**config.mk**
```make
export PLATFORM = sky130hd
export DESIGN_NAME = serial_adder
export DESIGN_NICKNAME = d
export VERILOG_FILES = /design/src/rtl/serial_adder_pkg.sv /design/src/rtl/full_adder.sv /design/src/rtl/serial_adder.sv
export SDC_FILE = /design/constraint.sdc
export NUM_CORES = 1
export LEC_CHECK = 0
export CAP_MARGIN = 20
export CORE_MARGIN = 3
export CORE_UTILIZATION = 50
export CTS_BUF_LIST = sky130_fd_sc_hd__clkbuf_16
export DETAILED_ROUTE_END_ITERATION = 10
export PLACE_DENSITY = 0.83
export SLEW_MARGIN = 20
export SYNTH_ARGS = -nofsm -noshare
export SYNTH_HDL_FRONTEND = slang
export SYNTH_SLANG_ARGS = --single-unit
export TNS_END_PERCENT = 10
```
**constraint.sdc**
```tcl
create_clock -name clk -period 2.5 [get_ports clk]
set_clock_uncertainty 0.05 [all_clocks]
set_input_delay 0.25 -clock clk [delete_from_list [all_inputs] [get_ports clk]]
set_output_delay 0.25 -clock clk [all_outputs]
set_load 0.02 [all_outputs]
```
**src/rtl/serial_adder_pkg.sv**
```systemverilog
//------------------------------------------------------------------------------
// serial_adder_pkg
// Shared types and helpers for the bit-serial adder.
// Revision: 1.0
//------------------------------------------------------------------------------
`default_nettype none

package serial_adder_pkg;

    typedef enum logic [1:0] {
        IDLE  = 2'd0,
        SHIFT = 2'd1,
        DONE  = 2'd2
    } sa_state_t;

    // Bit-counter width; WIDTH is at least 2, so this is never zero.
    function automatic int sa_cnt_width(input int width);
        return (width > 1) ? $clog2(width) : 1;
    endfunction

endpackage

`default_nettype wire

```
**src/rtl/full_adder.sv**
```systemverilog
//------------------------------------------------------------------------------
// full_adder
// One-bit full adder cell used as the bit-slice of the serial adder.
// Revision: 1.0
//------------------------------------------------------------------------------
`default_nettype none

module full_adder (
    input  logic a,
    input  logic b,
    input  logic c_in,
    output logic sum,
    output logic c_out
);

    assign sum   = a ^ b ^ c_in;
    assign c_out = (a & b) | (a & c_in) | (b & c_in);

endmodule

`default_nettype wire

```
**src/rtl/serial_adder.sv**
```systemverilog
//------------------------------------------------------------------------------
// serial_adder
// LSB-first bit-serial adder around one full_adder cell, valid/ready on both
// sides. Optional signed-overflow output enabled by SERIAL_ADDER_OVF_EN.
// Revision: 1.0
//------------------------------------------------------------------------------
`default_nettype none

module serial_adder
    import serial_adder_pkg::*;
#(
    parameter int WIDTH = 8
) (
    input  logic             clk,
    input  logic             rst,
    input  logic             in_valid,
    output logic             in_ready,
    input  logic [WIDTH-1:0] a,
    input  logic [WIDTH-1:0] b,
    input  logic             c_in_init,
    output logic             out_valid,
    input  logic             out_ready,
    output logic [WIDTH-1:0] sum,
    output logic             c_out
`ifdef SERIAL_ADDER_OVF_EN
    ,
    output logic             ovf
`endif
);

    localparam int CNT_W = sa_cnt_width(WIDTH);
    localparam logic [CNT_W-1:0] c_cnt_last = CNT_W'(WIDTH - 1);

    sa_state_t        r_state;
    logic             r_in_ready;
    logic             r_out_valid;
    logic [WIDTH-1:0] r_a_sh;
    logic [WIDTH-1:0] r_b_sh;
    logic [WIDTH-1:0] r_sum_sh;
    logic             r_carry;
    logic [CNT_W-1:0] r_cnt;
    logic [WIDTH-1:0] r_sum;
    logic             r_c_out;
`ifdef SERIAL_ADDER_OVF_EN
    logic             r_a_msb;
    logic             r_b_msb;
    logic             r_ovf;
`endif

    logic             w_fa_sum;
    logic             w_fa_c_out;
    logic [WIDTH-1:0] w_sum_next;

    full_adder u_fa (
        .a     (r_a_sh[0]),
        .b     (r_b_sh[0]),
        .c_in  (r_carry),
        .sum   (w_fa_sum),
        .c_out (w_fa_c_out)
    );

    // New sum bit enters at the MSB; after WIDTH shifts bit 0 holds the LSB.
    assign w_sum_next = {w_fa_sum, {(WIDTH-1){1'b0}}} | (r_sum_sh >> 1);

    always_ff @(posedge clk) begin
        if (rst) begin
            r_state     <= IDLE;
            r_in_ready  <= 1'b1;
            r_out_valid <= 1'b0;
            r_a_sh      <= '0;
            r_b_sh      <= '0;
            r_sum_sh    <= '0;
            r_carry     <= 1'b0;
            r_cnt       <= '0;
            r_sum       <= '0;
            r_c_out     <= 1'b0;
`ifdef SERIAL_ADDER_OVF_EN
            r_a_msb     <= 1'b0;
            r_b_msb     <= 1'b0;
            r_ovf       <= 1'b0;
`endif
        end else begin
            case (r_state)
                IDLE: begin
                    if (in_valid) begin
                        r_a_sh     <= a;
                        r_b_sh     <= b;
                        r_sum_sh   <= '0;
                        r_carry    <= c_in_init;
                        r_cnt      <= '0;
`ifdef SERIAL_ADDER_OVF_EN
                        r_a_msb    <= a[WIDTH-1];
                        r_b_msb    <= b[WIDTH-1];
`endif
                        r_in_ready <= 1'b0;
                        r_state    <= SHIFT;
                    end
                end
                SHIFT: begin
                    r_sum_sh <= w_sum_next;
                    r_a_sh   <= r_a_sh >> 1;
                    r_b_sh   <= r_b_sh >> 1;
                    r_carry  <= w_fa_c_out;
                    r_cnt    <= r_cnt + 1'b1;
                    if (r_cnt == c_cnt_last) begin
                        r_sum       <= w_sum_next;
                        r_c_out     <= w_fa_c_out;
`ifdef SERIAL_ADDER_OVF_EN
                        // w_fa_sum is the final sum MSB on this edge.
                        r_ovf       <= (r_a_msb == r_b_msb) && (w_fa_sum != r_a_msb);
`endif
                        r_out_valid <= 1'b1;
                        r_state     <= DONE;
                    end
                end
                DONE: begin
                    if (out_ready) begin
                        r_out_valid <= 1'b0;
                        r_in_ready  <= 1'b1;
                        r_state     <= IDLE;
                    end
                end
                default: begin
                    r_out_valid <= 1'b0;
                    r_in_ready  <= 1'b1;
                    r_state     <= IDLE;
                end
            endcase
        end
    end

    assign in_ready  = r_in_ready;
    assign out_valid = r_out_valid;
    assign sum       = r_sum;
    assign c_out     = r_c_out;
`ifdef SERIAL_ADDER_OVF_EN
    assign ovf       = r_ovf;
`endif

endmodule

`default_nettype wire
```
Yosys cells after proc, flatten, opt, wreduce, memory -nomap -nowiden
Cells that the tools add are included.
{"block": "op_classes", "n_addsub": 1, "eq_ne": 6, "muxes": 20, "n_bitwise": 10, "n_reduce_logical": 7}
{"op": "one-hot mux 8 bit (2 select lines)", "n": 3}
{"op": "2-to-1 mux 8 bit", "n": 3}
{"op": "AND reduction 3 bit", "n": 3}
{"op": "bitwise OR 8 x 7 -> 8 bit", "n": 1}
{"op": "2-to-1 mux 2 bit", "n": 3}
{"op": "!= test 2 bit (second input constant)", "n": 3}
{"op": "one-hot mux 1 bit (3 select lines)", "n": 2}
{"op": "one-hot mux 2 bit (3 select lines)", "n": 1}
{"op": "one-hot mux 3 bit (2 select lines)", "n": 1}
{"op": "2-to-1 mux 1 bit", "n": 5}
{"op": "AND reduction 2 bit", "n": 2}
{"op": "adder 3 x 1 -> 3 bit (second input constant)", "n": 1}
{"op": "bitwise AND 1 bit", "n": 3}
{"op": "== test 3 bit (second input constant)", "n": 1}
{"op": "2-to-1 mux 3 bit", "n": 1}
{"op": "== test 2 x 1 -> 1 bit (second input constant)", "n": 1}
{"op": "== test 2 bit (second input constant)", "n": 1}
{"op": "zero test 2 bit", "n": 1}
{"op": "NOT 1 bit", "n": 2}
{"op": "bitwise OR 1 bit", "n": 2}
{"op": "one-hot mux 1 bit (2 select lines)", "n": 1}
{"op": "nonzero test 2 bit", "n": 1}
{"op": "bitwise XOR 1 bit", "n": 2}
{"block": "totals", "regBits": 41, "inputBits": 21, "output_inout_bits": 11}

Depth between registers and ports, before layout
Gate-level depths: netlist of run 1.
{"block": "logic_depth", "word_depth": 4, "mapped_depth": 7, "ltp_nobuf": 5}

By module
Synthesis of run 1 repeated with hierarchy kept, for this count alone.
{"block": "unflattened", "hier_cells": 172, "area_unflattened_um2": 1612.8}
{"mod": "serial_adder", "instances": 1, "cells_each": 171, "area_per_inst_um2": 1592.8, "seq_area_each_um2": 800.8}
{"mod": "full_adder", "instances": 1, "cells_each": 1, "area_per_inst_um2": 20.0, "seq_area_each_um2": 0.0}

Worst setup path after synthesis of run 1
OpenSTA, ideal clock, no wires.
{"block": "synth_timing", "path_kind": "register to register", "startpoint": "register r_cnt[0]", "endpoint": "register r_sum[0] (netlist: sum[0])", "setup_ns": 0.070, "t_arrival_ns": 1.287, "t_required_ns": 2.380, "setup_slack_ns": 1.093, "stages_incl_launch_ff": 8, "n_path_buf": 2, "synth_period_minus_slack_ns": 1.407, "path_cell_list": "dfxtp_1 -> ha_1 -> ha_1 -> buf_2 -> nand3b_1 -> buf_2 -> nand2_1 -> a21oi_1"}
{"block": "synth_between", "elab_chain_cells": 2}
{"element": "from (decl)", "line_no": "serial_adder.sv:41", "source": "logic [CNT_W-1:0] r_cnt;"}
{"element": "from (signal assigned)", "line_no": "serial_adder.sv:104", "source": "r_cnt <= r_cnt + 1'b1;"}
{"element": "== test 3 bit", "line_no": "serial_adder.sv:105", "source": "if (r_cnt == c_cnt_last) begin"}
{"element": "AND reduction 2 bit (no line)"}
{"element": "to (signal assigned)", "line_no": "serial_adder.sv:106", "source": "r_sum <= w_sum_next;"}
{"element": "to (decl)", "line_no": "serial_adder.sv:42", "source": "logic [WIDTH-1:0] r_sum;"}
No other way between the ends.
A chain may end at the register's enable or synchronous reset.

Worst setup path in the final report of run 1
{"block": "layout_timing", "startpoint": "register r_cnt[0]", "endpoint": "register r_c_out (netlist: c_out)"}
{"block": "layout_between", "elab_chain_cells": 2}
{"element": "== test 3 bit", "line_no": "serial_adder.sv:105"}
{"element": "AND reduction 2 bit (no line)"}
{"element": "to (signal assigned)", "line_no": "serial_adder.sv:107", "source": "r_c_out <= w_fa_c_out;"}
{"element": "to (decl)", "line_no": "serial_adder.sv:43", "source": "logic r_c_out;"}
No other way between the ends.

==> impl_metrics.py, run 1 <==
metrics = {
    "outcome": {
        "status": "completed",
    },
    "synthesis": {
        "synth_top_area_cell": "dfxtp_1",
        "synth_nets": 198,
        "netlist_instances": 174,
        "ys_ff_latch": 40,
        "yosysTopAreaCellShare_pct": 49.2,
        "yosysMostFrequentCell": "dfxtp_1",
        "synth_edf_count": 0,
        "netlist_top_cells_area": "dfxtp_1 (49%), a21oi_1 (8.3%), o221a_1 (7.6%)",
        "yosys-top-cells-count": "dfxtp_1 (40), a21oi_1 (27), inv_1 (16)",
        "post_synth.cell_area_avg_um2": 9.35,
        "async_reset_ff_share_pct": 0,
        "synth_flop_cell": "dfxtp_1",
        "synth_area_mm2": 0.00163,
        "yosysWarningCount": 0,
        "yosysSeqAreaShare_pct": 49.2,
        "synth_cell_types": 27,
    },
    "sta": {
        "max_slew.worst_pin.slew_ns": 0.588,
        "hold_viol": 0,
        "slew_headroom_pct": 60.7,
        "fin_setup_tns_ns": 0,
        "slew_viol_final": 0,
        "setup_viol": 0,
        "fin_crit_ns": 1.80,
        "grt_setup_unrepaired": "no",
        "holdWs_ns": 0.412,
        "fmax_mhz": 555,
        "period_share_pct": 72.1,
    },
    "routing": {
        "drtIter0Drc": 80,
        "routedWlPerCell_um": 14.6,
        "dr.pass1.iters": 4,
        "totalWireLength_um": 3570,
        "drcViolationCount": 0,
        "vias": 1355,
        "vias_per_cell": 5.53,
        "ant_nets": 0,
    },
    "clock_tree": {
        "cts_sinks": 40,
        "cts_buffer_depth": 2,
        "postCtsSetupBuffers": 0,
        "cts_hold_buf": 0,
        "htree_levels": 2,
        "cts_tree": "done",
        "cts_buffers": 5,
        "cts.clk_slew.worst_paths_ns": 0.06,
        "insertion_delay_ns": 0.29,
        "cts_root_buf": "clkbuf_16",
        "cts_resized": 0,
    },
    "cells_and_area": {
        "final_layout_size_suffix_gt1_share_pct": 9.45,
        "syn2layout_area_growth_pct": 28.8,
        "num_antenna_cells": 0,
        "fillers": 261,
        "nets": 224,
    },
    "setup_path": {
        "worst_r2r_startpoint": "r_cnt[0]",
        "cpMostUsedCell": "ha_1",
        "critPathLaunchType": "flop",
        "slowest_stage": "nand3b_1",
        "cp_cell_sequence": "ha_1 -> ha_1 -> nand3b_1 -> mux2i_1 -> nor2_1",
        "cp.required_ns": 2.62,
        "reg2reg_to": "c_out",
        "critPathKind": "reg2reg",
        "crit_arrival_ns": 1.92,
        "crit_family": "adder cells",
        "r2r_setup_slack_ns": 0.70,
        "path_max_fanout": 11,
        "crit_buf_inv": 0,
        "reg2regPathDepth": 5,
        "worstSetupEndpointType": "flop",
        "critPathMaxStageDelay_ns": 0.41,
    },
    "power_and_ir_drop": {
        "power.density_mw_per_mm2": 741,
        "ir_worst_vdd_v": 0.000608,
        "cellLeakagePower_nw": 0.778,
    },
    "flow_run": {
        "cap_violations": 0,
    },
    "placed_design": {
        "hpwlAfterDp_um": 2300,
        "place_congestion": 0.730,
        "port_buffers": 31,
    },
    "grt": {
        "grt_max_degree": 34,
        "antenna_found_initial": 0,
        "grt_usage_pct": 19.6,
        "grt_overflow_total": 0,
        "grt_pass1_wl_um": 6110,
        "grt_pass1_vias": 1371,
    },
    "worst_hold_path": {
        "hold_depth": 2,
        "min_to": "sum[3]",
        "hold_start": "sum[3]",
        "hp-class": "reg2reg",
    },
    "floorplanning": {
        "rows": 20,
        "die_h_um": 63.0,
        "die_w_um": 63.0,
        "ios": 32,
        "die_area_mm2": 0.00397,
        "start_util_pct": 52.8,
        "design.core.area_mm2": 0.00308,
    },
}
-- per-stage QoR --
stage / power, mW / utilization [%] / cells / setup WS [ns] / cell area, µm²
6_report: 1.55 / 68.1 / 245 / 0.698 / 2100
5_1_grt: 1.61 / 68.1 / 245 / 0.528 / 2100
4_1_cts: 1.56 / 68.1 / 245 / 0.702 / 2100
3_5_place_dp: 0.847 / 62.8 / 237 / 0.724 / 1930
3_3_place_gp: 0.840 / 62.8 / 237 / 0.781 / 1930
2_1_floorplan: 0.793 / - / 174 / 1.09 / 1630
-- layer usage --
metal	share of wire, %	routed length, µm	track usage (%)
met5	0	0	0
met4	4.0	141	14.9
met3	6.5	233	5.40
met2	47	1670	30.7
met1	43	1520	22.6
-- layout by cell type, fill, tap and decap left out, types with 2 or more instances in the layout --
cell type	instances
dfxtp_1	40
clkdlybuf4s50_1	31
a21oi_1	27
inv_1	16
nor2_1	13
o221a_1	11
nand2_1	10
a22oi_1	9
nand3_1	8
clkbuf_16	5
o221a_2	4
mux2i_1	3
nand3b_1	3
o21ai_0	3
nor2_2	2
ha_1	2
clkinv_1	2
buf_4	2
-- worst max-delay path by stage --
stage	slack, ns	depth (start not counted)	startpoint	end
6_report	0.70	5	r_cnt[0]	c_out
5_1_grt	0.53	5	r_cnt[0]	c_out
4_1_cts	0.70	5	r_cnt[0]	c_out
3_5_place_dp	0.72	4	in_valid	r_a_sh[4]
3_3_place_gp	0.78	4	in_valid	r_a_sh[2]
2_1_floorplan	1.09	7	r_cnt[0]	sum[0]
-- worst min-delay path, delay by kind of cell (launching register included) --
family	cells	cell delay (ns)
flip-flops	1	0.31
AO/OA/AOI/OAI	1	0.06
AND/OR/NAND/NOR	1	0.05
-- cell families after synthesis --
| logic type | after synthesis | synth area share [%] |
|---|---|---|
| AOI/OAI and AO/OA | 57 | 25.4 |
| DFF | 40 | 49.2 |
| muxes | 3 | 1.85 |
| and+or+nand+nor | 41 | 12.4 |
| adders and majority gates | 3 | 2.77 |
| buffers and inverters | 30 | 8.38 |
-- where the power goes --
| group | switching [mW] | internal [mW] | leakage (nW) |
|---|---|---|---|
| logic | 0.0686 | 0.0765 | 0.372 |
| clock network | 0.254 | 0.464 | 0.0789 |
| registers | 0.0222 | 0.668 | 0.327 |
-- cell type report --
class	count	area (µm²)	area share [%]
repair buffers	33	325	15.5
flip-flops and latches	40	801	38.2
well taps	44	55.1	2.63
multi-input cells	104	692	33.0
inverters	16	60.1	2.87
clock inverters	3	37.5	1.79
clock buffers	5	125	5.97
-- sequential cells by signal, indices dropped and copies added (netlist names), 2 cells and up --
name,flops
r_sum_sh,7
r_state,2
r_b_sh,8
r_a_sh,8
sum,8
r_cnt,3
(Power assumes the default switching activity.)
==> run 2, diff against run 1 <==
==> constraint.sdc (replaced) <==
create_clock -name clk -period 1.8 [get_ports clk]
set_clock_uncertainty 0.05 [all_clocks]
set_input_delay 0.18 -clock clk [delete_from_list [all_inputs] [get_ports clk]]
set_output_delay 0.18 -clock clk [all_outputs]
set_load 0.02 [all_outputs]
==> impl_metrics.py, run 2 (synthesized netlist as in run 1, its figures left out) <==
metrics = {
    "routing": {
        "drtIter0Drc": 86,
        "drcViolationCount": 0,
        "vias_per_cell": 5.40,
        "totalWireLength_um": 3490,
        "dr.pass1.iters": 4,
        "vias": 1339,
        "ant_nets": 0,
        "routedWlPerCell_um": 14.1,
    },
    "clock_tree": {
        "cts_root_buf": "clkbuf_16",
        "cts_buffers": 5,
        "cts_resized": 0,
        "cts_sinks": 40,
        "cts_tree": "done",
        "insertion_delay_ns": 0.28,
        "htree_levels": 2,
        "cts_buffer_depth": 2,
        "cts_hold_buf": 0,
        "postCtsSetupBuffers": 0,
        "cts.clk_slew.worst_paths_ns": 0.05,
    },
    "setup_path": {
        "crit_arrival_ns": 1.70,
        "slowest_stage": "dfxtp_1",
        "crit_buf_inv": 1,
        "crit_family": "adder cells",
        "cpMostUsedCell": "ha_1",
        "critPathKind": "reg2reg",
        "cp_cell_sequence": "ha_1 -> ha_1 -> nand3b_1 -> buf_4 -> nand2_1 -> a21oi_1",
        "critPathLaunchType": "flop",
        "worstSetupEndpointType": "flop",
        "critPathMaxStageDelay_ns": 0.32,
        "cp.required_ns": 1.95,
        "path_max_fanout": 8,
    },
    "placed_design": {
        "dp_slack_ns": 0.0959,
        "hpwlAfterDp_um": 2350,
        "place_congestion": 0.744,
        "port_buffers": 31,
        "dp.cells": 240,
    },
    "power_and_ir_drop": {
        "ir_worst_vdd_v": 0.000681,
        "p_int_mw": 1.68,
        "clockPowerShare_pct": 45.3,
        "seq_power_share_pct": 45.1,
        "cellLeakagePower_nw": 0.799,
        "combPwrFrac_pct": 9.6,
        "switching_share_pct": 21.0,
        "power.density_mw_per_mm2": 1000,
        "p_sw_mw": 0.447,
    },
    "sta": {
        "fmax_mhz": 644,
        "slew_viol_final": 0,
        "fin_crit_ns": 1.55,
        "period_share_pct": 86.2,
        "setup_viol": 0,
        "slew_headroom_pct": 60.8,
        "max_slew.worst_pin.slew_ns": 0.588,
        "fin_ws_ns": 0.248,
        "hold_viol": 0,
        "fin_setup_tns_ns": 0,
        "grt_setup_unrepaired": "no",
    },
    "floorplanning": {
        "start_util_pct": 52.8,
        "die_area_mm2": 0.00397,
        "rows": 20,
        "die_h_um": 63.0,
        "ios": 32,
        "design.core.area_mm2": 0.00308,
        "die_w_um": 63.0,
    },
    "flow_run": {
        "cap_violations": 0,
    },
    "grt": {
        "grt_overflow_total": 0,
        "grt_max_degree": 34,
        "grt_pass1_wl_um": 5860,
        "grt_usage_pct": 18.9,
        "grt_pass1_vias": 1283,
        "antenna_found_initial": 0,
    },
    "worst_hold_path": {
        "hp-class": "reg2reg",
    },
    "cells_and_area": {
        "syn2layout_area_growth_pct": 30.3,
        "final_cell_mix": "dfxtp_1 (40), clkdlybuf4s50_1 (31), a21oi_1 (27)",
        "final_common_cell": "dfxtp_1",
        "final_layout_size_suffix_gt1_share_pct": 11.3,
        "num_antenna_cells": 0,
        "nets": 227,
        "fin_cells": 248,
    },
    "outcome": {
        "status": "completed",
    },
}
## run 2: cell types whose count changed in the layout (fill, tap and decap cells not counted), sizes merged
cell    previous run  this run
buf                2         5
clkinv             2         1
inv               16        17
## run 2: area by class of cell
cell class	instances	area, µm²
Tap cell	44	55.1
Timing Repair Buffer	36	348
Clock inverter	3	38.8
Multi-Input combinational cell	104	692
Sequential cell	40	801
Clock buffer	5	125
Inverter	16	60.1
Fill cell	251	958
## run 2: tightest hold or removal path: cells and delay by family (launching register included)
family | cells | cell delay, ns
compound gates | 1 | 0.05
flops | 1 | 0.31
simple gates | 1 | 0.05
## run 2: stage by stage
step	instance area, µm²	utilization, %	total power, mW	hold slack, ns
after floorplan	1630	-	1.10	0.290
after global placement	1960	63.5	1.17	0.394
after detailed placement	1960	63.5	1.18	0.404
after CTS	2120	68.9	2.15	0.414
after global routing	2120	68.9	2.21	0.426
final	2120	68.9	2.13	0.409
## run 2: power by group through the flow
| stage | logic (mW) | clock network [mW] | registers, mW |
|---|---|---|---|
| global placement | 0.192 | 0 | 0.975 |
| CTS | 0.205 | 0.984 | 0.959 |
| floorplan | 0.133 | 0 | 0.968 |
| global route | 0.226 | 1.02 | 0.966 |
| detailed placement | 0.203 | 0 | 0.977 |
| finish | 0.205 | 0.964 | 0.960 |
## run 2: routing by layer
layer	global-route usage (%)	routed length, µm	part of all wire (%)
met5	0	0	0
met1	21.5	1510	43
met4	10.7	80	2.3
met2	31.4	1710	49
met3	5.58	189	5.4
## run 2: final timing paths
kind                 end  slack [ns]  startpoint  cells after the start
setup / recovery  sum[6]        0.25    r_cnt[0]                      6
setup reg to reg  sum[6]        0.25    r_cnt[0]                      6
hold reg to reg   sum[4]        0.41      sum[4]                      2
hold / removal    sum[4]        0.41      sum[4]                      2
==> run 3, diff against run 2 <==
--- a/config.mk
+++ b/config.mk
@@ -6,6 +6,7 @@
 export NUM_CORES = 1
 export LEC_CHECK = 0
 export CAP_MARGIN = 20
+export CORE_ASPECT_RATIO = 1.25
 export CORE_MARGIN = 3
 export CORE_UTILIZATION = 50
 export CTS_BUF_LIST = sky130_fd_sc_hd__clkbuf_16
==> impl_metrics.py, run 3 (synthesized netlist as in run 1, its figures left out) <==
metrics = {
    "outcome": {
        "status": "completed",
    },
    "setup_path": {
        "crit_arrival_ns": 1.70,
        "critPathKind": "reg2reg",
        "worstSetupEndpointType": "flop",
        "r2r_setup_slack_ns": 0.27,
        "path_max_fanout": 15,
        "reg2regPathDepth": 3,
        "critPathLaunchType": "flop",
        "cp.required_ns": 1.97,
    },
    "cells_and_area": {
        "final_layout_size_suffix_gt1_share_pct": 11.8,
        "final_common_cell": "dfxtp_1",
        "final_cell_mix": "dfxtp_1 (40), clkdlybuf4s50_1 (31), a21oi_1 (27)",
        "syn2layout_area_growth_pct": 30.7,
        "fin_cells": 240,
        "nets": 227,
        "num_antenna_cells": 0,
    },
    "routing": {
        "dr.pass1.iters": 4,
        "route.met2.wl_um": 1770,
        "vias_per_cell": 5.62,
        "routedWlPerCell_um": 14.9,
        "drcViolationCount": 0,
        "vias": 1349,
        "ant_nets": 0,
        "drtIter0Drc": 51,
        "totalWireLength_um": 3580,
        "wl_met1_um": 1570,
        "wl_met3_um": 180,
        "highest_layer": "met4",
    },
    "power_and_ir_drop": {
        "power.density_mw_per_mm2": 1020,
        "combPwrFrac_pct": 9.8,
        "switching_share_pct": 21.7,
        "cellLeakagePower_nw": 0.798,
        "ir_worst_vdd_v": 0.000907,
        "clockPowerShare_pct": 45.8,
        "p_sw_mw": 0.467,
        "seq_power_share_pct": 44.4,
        "p_int_mw": 1.69,
    },
    "sta": {
        "slew_headroom_pct": 60.1,
        "fin_ws_ns": 0.272,
        "hold_viol": 0,
        "fmax_mhz": 655,
        "max_slew.worst_pin.slew_ns": 0.597,
        "grt_setup_unrepaired": "no",
        "setup_viol": 0,
        "slew_viol_final": 0,
        "fin_crit_ns": 1.53,
        "fin_setup_tns_ns": 0,
        "period_share_pct": 84.9,
    },
    "floorplanning": {
        "design.core.area_mm2": 0.00303,
        "die_area_mm2": 0.00398,
        "die_h_um": 69.8,
        "ios": 32,
        "rows": 22,
        "start_util_pct": 53.7,
        "die_w_um": 57.0,
    },
    "worst_hold_path": {
        "hp-class": "reg2reg",
        "hold_depth": 2,
    },
    "grt": {
        "grt_overflow_total": 0,
        "grt_max_degree": 33,
        "grt_usage_pct": 19.3,
        "antenna_found_initial": 0,
        "grt_pass1_wl_um": 6090,
        "grt_pass1_vias": 1374,
    },
    "flow_run": {
        "cap_violations": 0,
    },
    "placed_design": {
        "dp_slack_ns": 0.0852,
        "place_congestion": 0.785,
        "port_buffers": 31,
        "dp.cells": 232,
        "hpwlAfterDp_um": 2370,
    },
    "clock_tree": {
        "htree_levels": 2,
        "cts_buffer_depth": 2,
        "insertion_delay_ns": 0.28,
        "cts_hold_buf": 0,
        "cts.clk_slew.worst_paths_ns": 0.05,
        "cts_buffers": 5,
        "cts_tree": "done",
        "postCtsSetupBuffers": 0,
        "cts_sinks": 40,
        "cts_resized": 0,
        "cts_root_buf": "clkbuf_16",
    },
}
==> run 3: cell count changes in the layout (fill, tap and decap cells not counted), sizes merged <==
cell      delta
clkinvlp     +1
inv          -1
==> run 3: per-layer routing <==
layer	track usage (%)	up-vias
met5	0	-
met1	23.5	637
met4	8.25	0
met3	7.26	9
met2	30.1	33
li1	-	670
==> run 3: worst paths after layout <==
path	end	startpoint
max	r_a_sh[2]	r_state[0]
min	out_valid	out_valid
max reg2reg	r_a_sh[2]	r_state[0]
min reg2reg	out_valid	out_valid
==> run 3: power groups by stage <==
| stage | combinational [mW] | clock (mW) | sequential [mW] |
|---|---|---|---|
| after floorplan | 0.133 | 0 | 0.968 |
| after global placement | 0.199 | 0 | 0.974 |
| after detailed placement | 0.207 | 0 | 0.977 |
| after CTS | 0.211 | 1.00 | 0.959 |
| after global routing | 0.229 | 1.05 | 0.964 |
| final | 0.211 | 0.988 | 0.959 |
==> run 3: through the flow <==
| step | hold WS (ns) | utilization, % | area (µm²) | power (mW) |
|---|---|---|---|---|
| after floorplan | 0.290 | - | 1630 | 1.10 |
| after global placement | 0.396 | 64.7 | 1960 | 1.17 |
| after detailed placement | 0.398 | 64.7 | 1960 | 1.18 |
| after CTS | 0.405 | 70.2 | 2130 | 2.17 |
| after global routing | 0.426 | 70.2 | 2130 | 2.25 |
| final | 0.406 | 70.2 | 2130 | 2.16 |
==> run 3: final cells by class <==
cell class | count | area, µm²
multi-input combinational | 104 | 692
tap | 36 | 45.0
sequential | 40 | 801
clock inverter | 3 | 42.5
inverter | 16 | 60.1
timing repair buffer | 36 | 360
clock buffer | 5 | 125
fill | 238 | 902
==> run 3: worst max-delay path: stages, from the launching register on <==
cell	delay [ns]
dfxtp_1	0.52
nor2_2	0.11
nor2_2	0.48
o221a_2	0.31
